File: config.mk
export PLATFORM = sky130hd
export DESIGN_NAME = button_event_poller
export DESIGN_NICKNAME = d
export VERILOG_FILES = /design/src/rtl/button_pkg.sv /design/src/rtl/event_fifo.sv /design/src/rtl/button_event_poller.sv
export SDC_FILE = /design/constraint.sdc
export NUM_CORES = 1
export LEC_CHECK = 0
export BUFFER_PORTS_ARGS = -buffer_cell sky130_fd_sc_hd__buf_2
export CORE_UTILIZATION = 46
export CTS_CLUSTER_DIAMETER = 60
export DETAILED_ROUTE_END_ITERATION = 6
export GPL_TIMING_DRIVEN = 0
export PLACE_DENSITY = 0.84
export REMOVE_ABC_BUFFERS = 1
export SLEW_MARGIN = 0
export SYNTH_ARGS = -nofsm -noshare
export SYNTH_HDL_FRONTEND = slang
export SYNTH_HIERARCHICAL = 1
export SYNTH_SLANG_ARGS = --single-unit
File: constraint.sdc
create_clock -name HCLK -period 2.5 [get_ports HCLK]
set_clock_uncertainty 0.1 [all_clocks]
set_input_delay 0.125 -clock HCLK [delete_from_list [all_inputs] [get_ports HCLK]]
set_output_delay 0.125 -clock HCLK [all_outputs]
set_load 0.05 [all_outputs]
File: src/rtl/button_pkg.sv
// Shared definitions for the button manager register map and the event poller.
package button_pkg;

  localparam logic [7:0] OFF_DAYNIGHT = 8'h00;
  localparam logic [7:0] OFF_MODE     = 8'h04;
  localparam logic [7:0] OFF_TRIP     = 8'h08;
  localparam logic [7:0] OFF_SETTING  = 8'h0C;
  localparam logic [7:0] OFF_NEWDATA  = 8'h10;

  localparam logic [1:0] HTRANS_IDLE   = 2'b00;
  localparam logic [1:0] HTRANS_NONSEQ = 2'b10;

  // Button timing constants at the 32 kHz system clock.
  localparam int unsigned CYC_500MS = 32'd16000;
  localparam int unsigned CYC_25MS  = 32'd800;

  typedef enum logic [1:0] {
    EVT_SETTING  = 2'd0,
    EVT_DAYNIGHT = 2'd1,
    EVT_TRIP     = 2'd2,
    EVT_MODE     = 2'd3
  } evt_kind_t;

  typedef enum logic [2:0] {
    ST_IDLE    = 3'd0,
    ST_REQ     = 3'd1,
    ST_ADDR    = 3'd2,
    ST_DATA    = 3'd3,
    ST_PUSH    = 3'd4,
    ST_RELEASE = 3'd5
  } poll_state_t;

  // Read list position -> register offset; index 1..4 map to event kinds 0..3.
  function automatic logic [7:0] read_offset(input logic [2:0] idx);
    case (idx)
      3'd0:    read_offset = OFF_NEWDATA;
      3'd1:    read_offset = OFF_SETTING;
      3'd2:    read_offset = OFF_DAYNIGHT;
      3'd3:    read_offset = OFF_TRIP;
      3'd4:    read_offset = OFF_MODE;
      default: read_offset = OFF_NEWDATA;
    endcase
  endfunction

endpackage

File: src/rtl/event_fifo.sv
// Synchronous event queue with full/empty flags; push and pop may coincide.
module event_fifo #(
  parameter int DEPTH = 4,
  parameter int WIDTH = 6
) (
  input  logic             clk,
  input  logic             rst,
  input  logic             push,
  input  logic             pop,
  input  logic [WIDTH-1:0] wdata,
  output logic [WIDTH-1:0] rdata,
  output logic             full,
  output logic             empty
);

  localparam int AW = $clog2(DEPTH);
  localparam logic [AW-1:0] PTR_ONE  = AW'(1);
  localparam logic [AW:0]   CNT_ONE  = (AW + 1)'(1);
  localparam logic [AW:0]   CNT_FULL = (AW + 1)'(DEPTH);

  logic [WIDTH-1:0] mem_r [DEPTH];
  logic [AW-1:0]    wr_ptr_r;
  logic [AW-1:0]    rd_ptr_r;
  logic [AW:0]      count_r;
  logic             push_ok_s;
  logic             pop_ok_s;

  assign full      = (count_r == CNT_FULL);
  assign empty     = (count_r == '0);
  assign push_ok_s = push && !full;
  assign pop_ok_s  = pop && !empty;

  // Head entry is forced to zero when the queue is empty.
  always_comb begin
    rdata = '0;
    if (!empty) begin
      rdata = mem_r[rd_ptr_r];
    end else begin
      rdata = '0;
    end
  end

  // Storage, pointers and occupancy count.
  always_ff @(posedge clk) begin
    if (rst) begin
      for (int i = 0; i < DEPTH; i++) begin
        mem_r[i] <= '0;
      end
      wr_ptr_r <= '0;
      rd_ptr_r <= '0;
      count_r  <= '0;
    end else begin
      if (push_ok_s) begin
        mem_r[wr_ptr_r] <= wdata;
        wr_ptr_r        <= wr_ptr_r + PTR_ONE;
      end
      if (pop_ok_s) begin
        rd_ptr_r <= rd_ptr_r + PTR_ONE;
      end
      case ({push_ok_s, pop_ok_s})
        2'b10:   count_r <= count_r + CNT_ONE;
        2'b01:   count_r <= count_r - CNT_ONE;
        default: count_r <= count_r;
      endcase
    end
  end

endmodule

File: src/rtl/button_event_poller.sv
// AHB-Lite master that polls the button manager each tick and queues at most one event per poll.
module button_event_poller
  import button_pkg::*;
#(
  parameter int unsigned POLL_PERIOD = 3200,
  parameter logic [31:0] BASE_ADDR   = 32'h4000_0000,
  parameter int unsigned FIFO_DEPTH  = 4
) (
  input  logic        HCLK,
  input  logic        HRESET,
  input  logic        Enable,
  output logic        BusReq,
  input  logic        BusGrant,
  output logic [31:0] HADDR,
  output logic [1:0]  HTRANS,
  output logic        HWRITE,
  output logic [2:0]  HSIZE,
  output logic [31:0] HWDATA,
  input  logic [31:0] HRDATA,
  input  logic        HREADY,
  output logic        Evt_Valid,
  input  logic        Evt_Ready,
  output logic [5:0]  Evt_Data,
  output logic        Irq
);

  localparam int TW = $clog2(POLL_PERIOD);
  localparam logic [TW-1:0] TIMER_LAST = TW'(POLL_PERIOD - 1);
  localparam logic [TW-1:0] TIMER_ONE  = TW'(1);

  logic [TW-1:0] timer_r;
  logic          tick_pending_r;
  poll_state_t   state_r, state_s;
  logic [2:0]    idx_r, idx_s;
  logic [3:0]    value_r, value_s;
  evt_kind_t     kind_r, kind_s;
  logic          busreq_r;
  logic [31:0]   haddr_r;
  logic          irq_r;
  logic          consume_s;
  logic          push_s;
  logic          full_s;
  logic          empty_s;
  logic          unused_hrdata_s;

  assign unused_hrdata_s = ^HRDATA[31:4];

  // Poll tick timer; a deferred tick stays pending until the queue has room.
  always_ff @(posedge HCLK) begin
    if (HRESET) begin
      timer_r        <= '0;
      tick_pending_r <= 1'b0;
    end else if (!Enable) begin
      timer_r        <= '0;
      tick_pending_r <= 1'b0;
    end else if (timer_r == TIMER_LAST) begin
      timer_r        <= '0;
      tick_pending_r <= 1'b1;
    end else begin
      timer_r        <= timer_r + TIMER_ONE;
      tick_pending_r <= tick_pending_r && !consume_s;
    end
  end

  // Next-state and bus-phase decode for the poll sequence.
  always_comb begin
    state_s   = state_r;
    idx_s     = idx_r;
    value_s   = value_r;
    kind_s    = kind_r;
    consume_s = 1'b0;
    push_s    = 1'b0;
    HTRANS    = HTRANS_IDLE;
    case (state_r)
      ST_IDLE: begin
        if (tick_pending_r && !full_s) begin
          state_s   = ST_REQ;
          consume_s = 1'b1;
          idx_s     = 3'd0;
        end else begin
          state_s = ST_IDLE;
        end
      end
      ST_REQ: begin
        if (BusGrant) state_s = ST_ADDR;
        else          state_s = ST_REQ;
      end
      ST_ADDR: begin
        if (BusGrant) begin
          HTRANS  = HTRANS_NONSEQ;
          state_s = ST_DATA;
        end else begin
          state_s = ST_ADDR;
        end
      end
      ST_DATA: begin
        if (!HREADY) begin
          state_s = ST_DATA;
        end else if ((HRDATA[3:0] != 4'd0) && (idx_r != 3'd0)) begin
          // First non-zero store clears them all, so it is the only event this poll.
          value_s = HRDATA[3:0];
          kind_s  = evt_kind_t'(idx_r[1:0] - 2'd1);
          state_s = ST_PUSH;
        end else if ((HRDATA[3:0] == 4'd0) && ((idx_r == 3'd0) || (idx_r == 3'd4))) begin
          state_s = ST_RELEASE;
        end else begin
          idx_s   = idx_r + 3'd1;
          state_s = ST_ADDR;
        end
      end
      ST_PUSH: begin
        push_s  = 1'b1;
        state_s = ST_RELEASE;
      end
      ST_RELEASE: begin
        idx_s   = 3'd0;
        state_s = ST_IDLE;
      end
      default: begin
        state_s = ST_IDLE;
      end
    endcase
  end

  // Sequencer state and registered bus/interrupt outputs.
  always_ff @(posedge HCLK) begin
    if (HRESET) begin
      state_r  <= ST_IDLE;
      idx_r    <= 3'd0;
      value_r  <= 4'd0;
      kind_r   <= EVT_SETTING;
      busreq_r <= 1'b0;
      haddr_r  <= BASE_ADDR + {24'd0, OFF_NEWDATA};
      irq_r    <= 1'b0;
    end else begin
      state_r  <= state_s;
      idx_r    <= idx_s;
      value_r  <= value_s;
      kind_r   <= kind_s;
      busreq_r <= (state_s == ST_REQ) || (state_s == ST_ADDR) || (state_s == ST_DATA);
      haddr_r  <= BASE_ADDR + {24'd0, read_offset(idx_s)};
      irq_r    <= !empty_s;
    end
  end

  event_fifo #(
    .DEPTH (FIFO_DEPTH),
    .WIDTH (6)
  ) u_fifo (
    .clk   (HCLK),
    .rst   (HRESET),
    .push  (push_s),
    .pop   (Evt_Ready),
    .wdata ({kind_r, value_r}),
    .rdata (Evt_Data),
    .full  (full_s),
    .empty (empty_s)
  );

  assign BusReq    = busreq_r;
  assign HADDR     = haddr_r;
  assign HWRITE    = 1'b0;
  assign HSIZE     = 3'b010;
  assign HWDATA    = 32'd0;
  assign Evt_Valid = !empty_s;
  assign Irq       = irq_r;

endmodule

==> impl_results.md <==
* Largest net degree at the start of global routing at 31
* Syn Inst Count at around 360
* Leakage Power at about 1.5 nW
* Clock latency of the later-clocked register in the worst-skew pair at 0.33 ns
* Rows at 31
* Endpoint class of the critical path: flip-flop
* Count of yosys warnings during synthesis at 6
* TritonCTS clock tree: done
* Clock transition at path regs at ~0.070 ns
* Worst min-delay path category: in2reg
* Aggregate global routing overflow at 0
* Final Util at roughly half
* Total instance count after detailed placement at about 470
* Fraction of synthesis flops using an asynchronous set or reset pin at 0%
* Fmax at ~420 MHz
* First-iteration detailed-routing DRC count at roughly 110
* Worst-case clock buffer depth at 2
* Number of max-slew violations in the final report at 0
* Routed wire length at between 5000 and 6000 um
* Num ports at about 120
* Critical path launch point: HRDATA[0]
* Ratio of cells with drive above 1 in the final layout at 17.6%
* Gate power share at approximately 12%
* Total number of vias at between 2k and 2.5k
* Area inside the core boundary at around 7400 um^2
* CP startpoint kind: input pin
* Part of the total power dissipated in sequential elements at 48.5%
* Number of setup violations in the final report at 0
* First-pass GRT wire length at 9500 um
* Syn-to-layout area delta at 5.02%
* Antenna violations before repair at 0
* Initial standard-cell utilization of the core at between 40 and 50%
* Clk pwr share at 39.3%
* Summed instance area of the synthesized netlist at roughly 3600 um^2
* Least-Margin Pin Slew at approximately 0.94 ns
* Switching power at approximately 0.67 mW
* Post-synthesis cell type count at 64
* Width of the chip at 90.0 um
* Number of nets with antenna violations after routing at 0
* Die area at 8100 um^2
* Number of buffer cells added on primary ports at 22
* Worst reg2reg setup slack at about 0.17 ns
* Number of CTS-inserted buffers at 9
* # nets final at approximately 430
* Outcome: finished, final reports clean
* Share of the clock period used by the worst path at 94.9%
* Drt pass-1 iters at 4
* Number of synthesized flops with an enable pin at 24
* Post-detailed-route DRC marker count at 0
* H-tree depth reported by CTS at 3
* Slew HR at 36.6%
* Vias/cell at 4.80
* Crit path kind: in2reg
* Number of global-route vias before repair at roughly 2.1k
* Number of failing hold endpoints at the final stage at 0
* Total number of clock tree sinks at 63
* Max Cap Viol at 0
* Chip Height at around 90 um
* Unrepaired setup endpoints after global routing: no
* Routed wire per std cell at 11.7 um
* Time the worst path needs with I/O delays and setup at 2.37 ns
* Dpl hpwl at 4160 um
* Peak supply drop at approximately 300 uV
* Critical path fanouts, max at 5
* Number of diodes at 0
* Global placer's final weighted congestion at 0.780
* Master cell of the clock root buffer: clkbuf_8
* Proportion of total power due to net switching at 30.0%
* Power density over the cells at between 500 and 600 nW/um^2
* Hold Path Origin: HRDATA[3]
* Critical Path AT at 2.51 ns
* Non-filler cells in the finished layout at just under 500
* Share of the yosys chip area belonging to registers at between 40% and 50%
* Internal portion of total power at between 1.5 and 2 mW
* Commonest register cell after synthesis: dfxtp_1
* Required time of the critical path at between 2 and 3 ns
* Critical R2R Launch: state_r[1]
* Register bit count reported by yosys at 63
* Avg Inst Size Synth at 10.0 um^2
* Combined global-route utilization of all metal layers at 14.6%
==> cells by family after synthesis <==
| kind of cell | share of synthesized area (%) |
|---|---|
| AOI/OAI and AO/OA | 9.91 |
| xor gates and xnor gates | 2.95 |
| other | 0.211 |
| DFF | 42.2 |
| muxes | 6.47 |
| buffers and inverters | 16.5 |
| adders and majority gates | 1.97 |
| and+or+nand+nor | 19.8 |
==> placed cells by master (no fill, tap or decap), types with 3 or more instances in the layout <==
cell	n
mux4_2	6
o21ai_0	9
mux2i_1	5
clkbuf_8	9
a21oi_1	10
nand2b_1	3
nand4_1	5
edfxtp_1	24
or3_1	4
dfxtp_1	37
dlygate4sd3_1	3
and3_1	6
and2b_2	6
nor3_1	4
and2_1	20
nand3_1	6
xor2_1	8
nand2_1	11
nor2_1	37
inv_1	13
nor2b_1	3
buf_2	22
ha_1	4
a21o_1	3
xnor2_1	4
a211oi_1	4
conb_1	66
==> final timing paths <==
check | endpoint | cells after the start
worst max-delay path | HADDR[3] | 7
worst min-delay path | value_r[3] | 3
worst max register to register | u_fifo/count_r[2] | 11
worst min register to register | timer_r[0] | 1
==> power by group through the flow <==
stage          logic, mW  clock network [mW]  registers, mW
2_1_floorplan      0.240                   0           1.10
3_3_place_gp       0.264                   0           1.10
3_5_place_dp       0.266                   0           1.10
4_1_cts            0.269               0.893           1.08
5_1_grt            0.282               0.939           1.08
6_report           0.272               0.874           1.08
==> registers in the layout, summed over array words and instances, names as in the netlist, 2 cells and up, named ones only <==
signal	flops
HADDR	3
idx_r	3
kind_r	2
state_r	3
timer_r	12
u_fifo/count_r	3
u_fifo/mem_r	24
u_fifo/rd_ptr_r	2
u_fifo/wr_ptr_r	2
value_r	4
==> layout make-up <==
type | instances | area, um^2
fillers | 648 | 3630
inverters | 14 | 52.6
clock inverters | 7 | 72.6
flip-flops and latches | 63 | 1510
multi-input cells | 268 | 1710
repair buffers | 26 | 148
well taps | 99 | 124
clock buffers | 9 | 124
==> metal layers <==
layer  track usage (%)  up-vias  wire length [um]
li1                  -     1161                 -
met1              16.4     1100              2380
met2              26.5       71              2980
met3              4.15        2               288
met4              4.97        0                46
met5                 0        -                 0
==> what timing repair did <==
action | 4_1_cts | 5_1_grt
gates cloned | 0 | 0
resized for setup | 2 | 3
pin swaps | 0 | 0
endpoints found under the setup margin | 1 | 1
hold buffers | 3 | 0
hold endpoints to repair | 5 | 0
buffers inserted | 0 | 1
==> synthesized netlist by cell type (6+ instances only) <==
library cell | number | area, um^2
dfxtp_1 | 39 | 781
and2b_2 | 6 | 52.6
edfxtp_1 | 24 | 721
mux4_2 | 6 | 135
nand3_1 | 6 | 30.0
xor2_1 | 8 | 70.1
and3_1 | 6 | 37.5
inv_1 | 14 | 52.6
o21ai_0 | 9 | 45.0
and2_1 | 20 | 125
buf_4 | 66 | 495
a21oi_1 | 10 | 50.1
nand2_1 | 11 | 41.3
nor2_1 | 37 | 139
==> metrics by stage <==
stage / power [mW] / hold slack [ns] / setup slack, ns / instance area, um^2 / TNS (ns)
3_3_place_gp: 1.37 / 0.325 / 0.0000133 / 3500 / 0
3_5_place_dp: 1.37 / 0.337 / -0.0566 / 3500 / -0.0566
5_1_grt: 2.30 / 0.0201 / 0.0141 / 3740 / 0
6_report: 2.22 / 0.0111 / 0.129 / 3740 / 0
2_1_floorplan: 1.34 / 0.0941 / 0.174 / 3260 / 0
4_1_cts: 2.24 / 0.00327 / 0.00322 / 3730 / 0
==> worst max-delay path, stage by stage <==
cell and delay, ns:
dlygate4sd3_1 0.52, buf_2 0.14, or4_1 0.72, mux2i_4 0.28, o21a_1 0.24, or2_1 0.25
a211oi_1 0.24
No activity file was read; power rests on OpenSTA's default activity.
